`config.mk`:
```
export PLATFORM = sky130hd
export DESIGN_NAME = a2d_spi_resp
export DESIGN_NICKNAME = d
export VERILOG_FILES = /design/src/rtl/a2d_spi_resp.sv
export SDC_FILE = /design/constraint.sdc
export NUM_CORES = 1
export LEC_CHECK = 0
export CAP_MARGIN = 5
export CORE_MARGIN = 1
export CORE_UTILIZATION = 50
export CTS_BUF_LIST = sky130_fd_sc_hd__clkbuf_2 sky130_fd_sc_hd__clkbuf_4 sky130_fd_sc_hd__clkbuf_8
export DETAILED_ROUTE_END_ITERATION = 8
export PLACE_DENSITY_LB_ADDON = 0.2
export SLEW_MARGIN = 40
export SYNTH_ARGS = -nofsm -noshare
export SYNTH_HDL_FRONTEND = slang
export SYNTH_SLANG_ARGS = --single-unit
```
`constraint.sdc`:
```
create_clock -name clk -period 4.6 [get_ports clk]
set_input_delay 0.92 -clock clk [delete_from_list [all_inputs] [get_ports clk]]
set_output_delay 0.92 -clock clk [all_outputs]
set_load 0.01 [all_outputs]
```
`src/rtl/a2d_spi_resp.sv`:
```
// a2d_spi_resp
//   SPI responder standing in for an 8-channel, 12-bit A2D converter.
//   Each 16-bit command frame names a channel in bits [13:11]. The reply
//   shifted out on MISO during a frame is the value of the channel named
//   by the previous complete frame, as {4'h0, value[11:0]}, MSB first.
//
// Ports
//   clk        system clock
//   rst        synchronous active-high reset
//   SS_n       slave select from master, active low (asynchronous to clk)
//   SCLK       serial clock from master, idles high (asynchronous to clk)
//   MOSI       master data, captured on SCLK rise
//   chan_vals  channel n value at [12n+11:12n]
//   MISO       responder data, advances after each SCLK fall
//   cmd_vld    one-clk pulse when a complete 16-bit frame ends
//   cmd_chnl   channel decoded from the last complete frame
//   frm_err    one-clk pulse when SS_n rises before 16 SCLK rises
module a2d_spi_resp #(
  parameter int SYNC_STAGES = 2
) (
  input  logic        clk,
  input  logic        rst,
  input  logic        SS_n,
  input  logic        SCLK,
  input  logic        MOSI,
  input  logic [95:0] chan_vals,
  output logic        MISO,
  output logic        cmd_vld,
  output logic [2:0]  cmd_chnl,
  output logic        frm_err
);

  typedef enum logic [1:0] {IDLE, PORCH, SHIFT} state_t;

  // Pin bundle ordering: {SS_n, SCLK, MOSI}. Idle levels: SS_n/SCLK high.
  localparam logic [2:0] PIN_RST = 3'b110;
  // Clocks until the edge flop reflects the real pin level after reset.
  localparam logic [2:0] HOLD    = 3'(SYNC_STAGES + 1);

  logic [2:0]  sync_q [SYNC_STAGES];
  logic [2:0]  pin_s;
  logic [2:0]  d1_q;
  logic        ss_fall_q, ss_rise_q, sclk_fall_q, sclk_rise_q, mosi_q;
  logic [2:0]  hold_q;
  logic        armed_q;

  state_t      state_q, state_d;
  logic [4:0]  bit_cnt_q, bit_cnt_d;
  logic [15:0] rx_q, rx_d;
  logic [15:0] tx_q, tx_d;
  logic [2:0]  sel_q, sel_d;
  logic        vld_q, vld_d;
  logic        err_q, err_d;

  logic [11:0] chan_arr [8];

  // Input synchronizers, one stage per generate iteration.
  for (genvar gi = 0; gi < SYNC_STAGES; gi++) begin : g_sync
    always_ff @(posedge clk) begin
      if (rst) begin
        sync_q[gi] <= PIN_RST;
      end else if (gi == 0) begin
        sync_q[gi] <= {SS_n, SCLK, MOSI};
      end else begin
        sync_q[gi] <= sync_q[(gi == 0) ? 0 : gi - 1];
      end
    end
  end

  assign pin_s = sync_q[SYNC_STAGES-1];

  for (genvar gi = 0; gi < 8; gi++) begin : g_chan
    assign chan_arr[gi] = chan_vals[12*gi +: 12];
  end

  // Edge flop plus registered edge pulses. MOSI is delayed alongside so
  // the captured bit lines up with the SCLK rise pulse.
  always_ff @(posedge clk) begin
    if (rst) begin
      d1_q        <= PIN_RST;
      ss_fall_q   <= 1'b0;
      ss_rise_q   <= 1'b0;
      sclk_fall_q <= 1'b0;
      sclk_rise_q <= 1'b0;
      mosi_q      <= 1'b0;
    end else begin
      d1_q        <= pin_s;
      ss_fall_q   <=  d1_q[2] & ~pin_s[2];
      ss_rise_q   <= ~d1_q[2] &  pin_s[2];
      sclk_fall_q <=  d1_q[1] & ~pin_s[1];
      sclk_rise_q <= ~d1_q[1] &  pin_s[1];
      mosi_q      <= pin_s[0];
    end
  end

  // After a reset the synchronizers start at idle levels while the pin may
  // still be low mid-frame; that apparent SS_n fall must not open a frame.
  // Frames are accepted only once SS_n has really been seen high.
  always_ff @(posedge clk) begin
    if (rst) begin
      hold_q  <= '0;
      armed_q <= 1'b0;
    end else begin
      if (hold_q != HOLD) hold_q <= hold_q + 3'd1;
      if (hold_q == HOLD && d1_q[2]) armed_q <= 1'b1;
    end
  end

  always_comb begin
    state_d   = state_q;
    bit_cnt_d = bit_cnt_q;
    rx_d      = rx_q;
    tx_d      = tx_q;
    sel_d     = sel_q;
    vld_d     = 1'b0;
    err_d     = 1'b0;
    if (state_q != IDLE && ss_rise_q) begin
      if (bit_cnt_q == 5'd16) begin
        vld_d = 1'b1;
        sel_d = rx_q[13:11];
      end else begin
        err_d = 1'b1;
      end
      state_d = IDLE;
    end else begin
      case (state_q)
        IDLE: begin
          if (ss_fall_q && armed_q) begin
            tx_d      = {4'h0, chan_arr[sel_q]};
            bit_cnt_d = '0;
            state_d   = PORCH;
          end
        end
        PORCH, SHIFT: begin
          if (sclk_rise_q) begin
            rx_d = {rx_q[14:0], mosi_q};
            // Saturate so an over-long frame still counts as complete.
            if (bit_cnt_q != 5'd16) bit_cnt_d = bit_cnt_q + 5'd1;
          end
          if (sclk_fall_q) begin
            // The first fall after SS_n only ends the porch; MISO already
            // holds bit 15 at that point.
            if (state_q == PORCH) state_d = SHIFT;
            else                  tx_d    = {tx_q[14:0], 1'b0};
          end
        end
        default: state_d = IDLE;
      endcase
    end
  end

  always_ff @(posedge clk) begin
    if (rst) begin
      state_q   <= IDLE;
      bit_cnt_q <= '0;
      rx_q      <= '0;
      tx_q      <= '0;
      sel_q     <= '0;
      vld_q     <= 1'b0;
      err_q     <= 1'b0;
    end else begin
      state_q   <= state_d;
      bit_cnt_q <= bit_cnt_d;
      rx_q      <= rx_d;
      tx_q      <= tx_d;
      sel_q     <= sel_d;
      vld_q     <= vld_d;
      err_q     <= err_d;
    end
  end

  assign MISO     = tx_q[15];
  assign cmd_vld  = vld_q;
  assign frm_err  = err_q;
  assign cmd_chnl = sel_q;

endmodule

```
After elaboration in Yosys (flattened, before gate mapping)
Memories as Yosys holds them, arrays and structs flattened.
Index checks and enable logic that the tools add are counted.
- add/sub/neg operators: 2
- $lt $le $gt $ge: 1
- equal/unequal tests: 12
- muxes and demuxes: 22
- bitwise logic cells: 12
- reduce and logical (&&, ||, !) cells: 14
- operator list (kind ; number):
    $mux W16 ; 3
    $bmux W12 S3 ; 1
    $pmux W16 S2 ; 1
    $mux W12 ; 2
    $mux W5 ; 3
    $ne A2 B2 Y1 const B ; 6
    $pmux W5 S2 ; 1
    $reduce_and A5 Y1 ; 2
    $mux W2 ; 3
    $mux W3 ; 2
    $reduce_and A3 Y1 ; 2
    $reduce_or A2 Y1 ; 3
    $add A5 B1 Y5 const B ; 1
    $eq A5 B5 Y1 const B ; 1
    $mux W1 ; 5
    $ne A5 B5 Y1 const B ; 1
    $not A1 Y1 ; 5
    $and A1 B1 Y1 ; 4
    $ge A4 B4 Y1 const B ; 1
    $not A3 Y4 ; 1
    $pmux W2 S2 ; 1
    $reduce_bool A2 Y1 ; 2
    $add A3 B1 Y3 const B ; 1
    $eq A3 B2 Y1 const B ; 1
    7 further kinds ; 10
- flip-flop bits (word level): 54
- bits in writable memories: 6
- output and inout bits: 6
- logic and storage cells: 79
- memories: 1
- memory list (name ; depth ; bits a word ; read ports ; clocked after Yosys merged registers in ; write ports ; RTL line ; source):
    sync_q ; 2 ; 3 ; 2 ; 0 ; 2 ; 40 ; logic [2:0] sync_q [SYNC_STAGES];

Longest topological paths before layout
- word-level depth: 6
- gate-level depth with buffers: 9

Worst setup path after synthesis
OpenSTA, ideal clock, no wires.
- kind: reg-to-reg
- start point: reg state_q[1]
- end point: reg tx_q[0]
- setup time: 0.092 ns
- arrival: 2.040 ns
- required time: 4.508 ns
- slack: 2.467 ns
- stages on the path, launching flop included: 9
- clock period less this slack: 2.133 ns
- cell sequence: dfxtp_1 > inv_1 > ha_1 > clkbuf_1 > nor2b_1 > or4_1 > buf_2 > or3_1 > o32ai_1
- word-level cells in the longest chain between the ends: 4
- elaborated cells on any way between the ends: 13
- RTL lines (item ; RTL line ; source):
    from (decl) ; 47 ; state_t state_q, state_d;
    from (signal assigned) ; 162 ; state_q <= state_d;
    $eq A2 B1 Y1 (tied with other cells) ; 126, 143 ;
    $reduce_or A2 Y1 or $logic_and A1 B1 Y1 (tied branches) ; 126, 117 ;
    $ne A2 B2 Y1 (no source line) (tied with other cells) ; n/a ;
    $reduce_and A5 Y1 (no source line) ; n/a ;
    to (signal assigned) ; 165 ; tx_q <= tx_d;
    to (decl) ; 50 ; logic [15:0] tx_q, tx_d;
Several ways; a longest one is shown, not always the timed one.
A chain may end at the register's enable or synchronous reset.

Worst setup path in the final report
- start point: reg sel_q[0], in the netlist cmd_chnl[0]
- end point: out cmd_chnl[0]
- RTL lines (item ; RTL line ; source):
    from (decl) ; 51 ; logic [2:0] sel_q, sel_d;
    from (signal assigned) ; 166 ; sel_q <= sel_d;
    to (decl) ; 29 ; output logic [2:0] cmd_chnl,
No word-level cell between the ends.

==> impl_results.md <==
* Max Freq at between 300 and 400 MHz
* Vias/cell at around 5.4
* Die H at 79.80 µm
* Post-synthesis sequential area ratio at between 30 and 40%
* Chip width at 79.80 µm
* Starting density of the core at 53.33%
* Final min period at roughly 2.7 ns
* Clock Tree Root: clkbuf_8
* Largest net degree at the start of global routing at 59
* Final nets at 514
* Worst Path Arrival at between 1.5 and 2 ns
* Max VDD drop at 355.7 µV
* I/O Pins at 107
* Worst rel slew slack at 48.41%
* PnR worst setup slack at between 1.5 and 2 ns
* Crit path launch type: flip-flop
* Most frequent cells in the layout: 105 x clkdlybuf4s50_1, 58 x dfxtp_1, 50 x nand2_1, 35 x a21oi_1, 24 x mux4_2
* Layout Area Growth over Synthesis at 42.58%
* Critical-path top delay cell: dfxtp_1
* Slew @ Worst Pin at ~0.76 ns
* Final hold viol count at 0
* Total number of vias at approximately 2,600
* Most common cell after layout, fill and taps aside: clkdlybuf4s50_1
* Worst-path cell chain: clkdlybuf4s50_1
* Initial antenna violation count at 0
* Synth Area per Inst at between 9 and 10 µm²
* Die area at around 6400 µm²
* Vias in the first global route at 2,461
* CP top delay family: flip-flops
* Initial DRT Pass Iterations at 4
* First-pass GRT wire length at 11.88 mm
* CP endpoint kind: output port
* Sink Count at 59
* Iteration-0 DRC Markers at 90
* Yosys reg bits at 59
* Post-Synthesis Cells at 310
* Multi-input gate area at ~1700 µm²
* Min-delay worst type: reg2reg
* Syn nets at 418
* Core Area at 5675 µm²
* Gp weighted congestion at 0.8126
* Yosys top cell by area: dfxtp_1
* Port Buffers at around 110
* Total grt overflow at 0
* CP max FO at 14
* Clock transition at path regs at 0.06 ns
* Dpl hpwl at 5.574 mm
* Worst-skew pair later-pin latency at 0.33 ns
* Top post-synthesis cells by area: dfxtp_1 39%, mux4_2 18%, nand2_1 6.2%, a21oi_1 5.8%, mux2_2 4.1%
* Layout cells sized above 1 at 16.06%
* Final TNS setup at 0 ns
* Worst Skew at about 0.0052 ns
* # diodes at 0
* Hold Buf Count CTS at 0
* Reg area at 1185 µm²
* Max-cap viol count at 0
* CTS Buf Count at 9
* Post-CTS Resized at 0
* Final ANT Viol Nets at 0
* Critical Path RT at 3.68 ns
* Fin crit share at 57.64%
* RSZ-0062 raised after global routing: false
* Max Root-Sink Buffers at 2
* P_leak at 1.461 nW
* Total track usage at 24.79%
* WL per Instance at between 15 and 20 µm
* WS Path Type: reg2out
* Post-synth cell types at 33
* Status: completed
* WP buf/inv at 1
* Place WS at 2.004 ns
* Area share of the largest cell type after synthesis at 39.02%
* Syn Std Cell Area at roughly 3000 µm²
* Total Wirelength at about 7.6 mm
* Crit-path max cell delay at approximately 0.74 ns
* H-tree depth at 3
* Setup repair bufs after CTS at 0
* PD cells at slightly above 300 nW/µm²
* Residual DRC at 0
* Std cell rows at 27
* Final setup fails at 0
* FILL cells at 398
* YS warnings at 0
* Final Max Tran Viols at 0
* CTS tree: done
routing by layer:
metal / track usage, % / wire [µm] / vias to the layer above
met5: 0 / 0 / -
met1: 29.17 / 3232 / 1216
li1: - / - / 1311
met3: 8.914 / 661 / 13
met2: 40.94 / 3508 / 81
met4: 9.821 / 184 / 0
layout make-up:
| class | instances | share of cell area, % |
|---|---|---|
| clock inverters | 6 | 1.856 |
| clock buffers | 10 | 3.044 |
| well taps | 72 | 2.088 |
| inverters | 11 | 0.9568 |
| repair buffers | 108 | 24.88 |
| multi-input cells | 217 | 39.72 |
| flip-flops and latches | 59 | 27.46 |
metrics by stage:
step                       power, W  cell area [µm²]  std cells  hold slack (ns)  utilization (%)
after floorplan           0.0007151             3027        310           0.3895                -
after global placement    0.0008185             4096        467           0.3922            72.18
after detailed placement  0.0008317             4101        467           0.3980            72.27
after CTS                  0.001333             4313        483           0.4125            75.99
after global routing       0.001385             4315        483           0.4382            76.04
final                      0.001319             4315        483           0.4100            76.04
kinds of logic after synthesis:
| logic type | Yosys count | synth area share (%) |
|---|---|---|
| buf+inv | 34 | 4.423 |
| simple gates | 111 | 18.02 |
| compound gates | 60 | 12.24 |
| mux | 38 | 23.11 |
| flops | 59 | 39.02 |
| xor+xnor | 1 | 0.2894 |
| fa+ha+maj | 7 | 2.894 |
report_power, final:
part           leakage [nW]  switching, W  internal [W]  total [W]
sequential            0.479     0.0000136      0.000537   0.000551
combinational         0.868      0.000122      0.000150   0.000271
clock                 0.113      0.000190      0.000307   0.000497
total                  1.46      0.000326      0.000994    0.00132
sequential cells by signal, indices dropped and copies added, names as in the netlist:
signal and cells:
cmd_chnl 3, frm_err 1, cmd_vld 1, tx_q 16, ss_fall_q 1, sclk_fall_q 1, d1_q 3, sync_q 6
ss_rise_q 1, rx_q 14, hold_q 3, sclk_rise_q 1, state_q 2, armed_q 1, bit_cnt_q 5
worst paths after layout:
| check | end | startpoint | depth (start not counted) | slack [ns] |
|---|---|---|---|---|
| min reg2reg | sync_q[1][2]$_SDFF_PP1_ | sync_q[0][2]$_SDFF_PP1_ | 1 | 0.41 |
| max reg2reg | tx_q[0]$_SDFFE_PP0P_ | state_q[1]$_SDFFE_PP0P_ | 6 | 1.97 |
| max | cmd_chnl[0] | cmd_chnl[0]$_SDFFE_PP0P_ | 1 | 1.95 |
| min | sync_q[1][2]$_SDFF_PP1_ | sync_q[0][2]$_SDFF_PP1_ | 1 | 0.41 |
cells in the mapped netlist (all sizes together):
cell type and instances:
mux2 12, nand2b 11, mux2i 2, a21oi 35, buf 8, nand2 50, nor2b 5, clkbuf 15
mux4 24, or3 1, or2 6, nor3 5, o21a 1, nor4 2, nor2 11, dfxtp 59
ha 7, inv 11, and3 1, o211ai 11, or4 6, xor2 1, and4bb 1, nor3b 2
a21boi 4, o21ba 2, o32ai 1, o31ai 5, nand3 10, a41oi 1
Power figures use the tool's default switching activity.
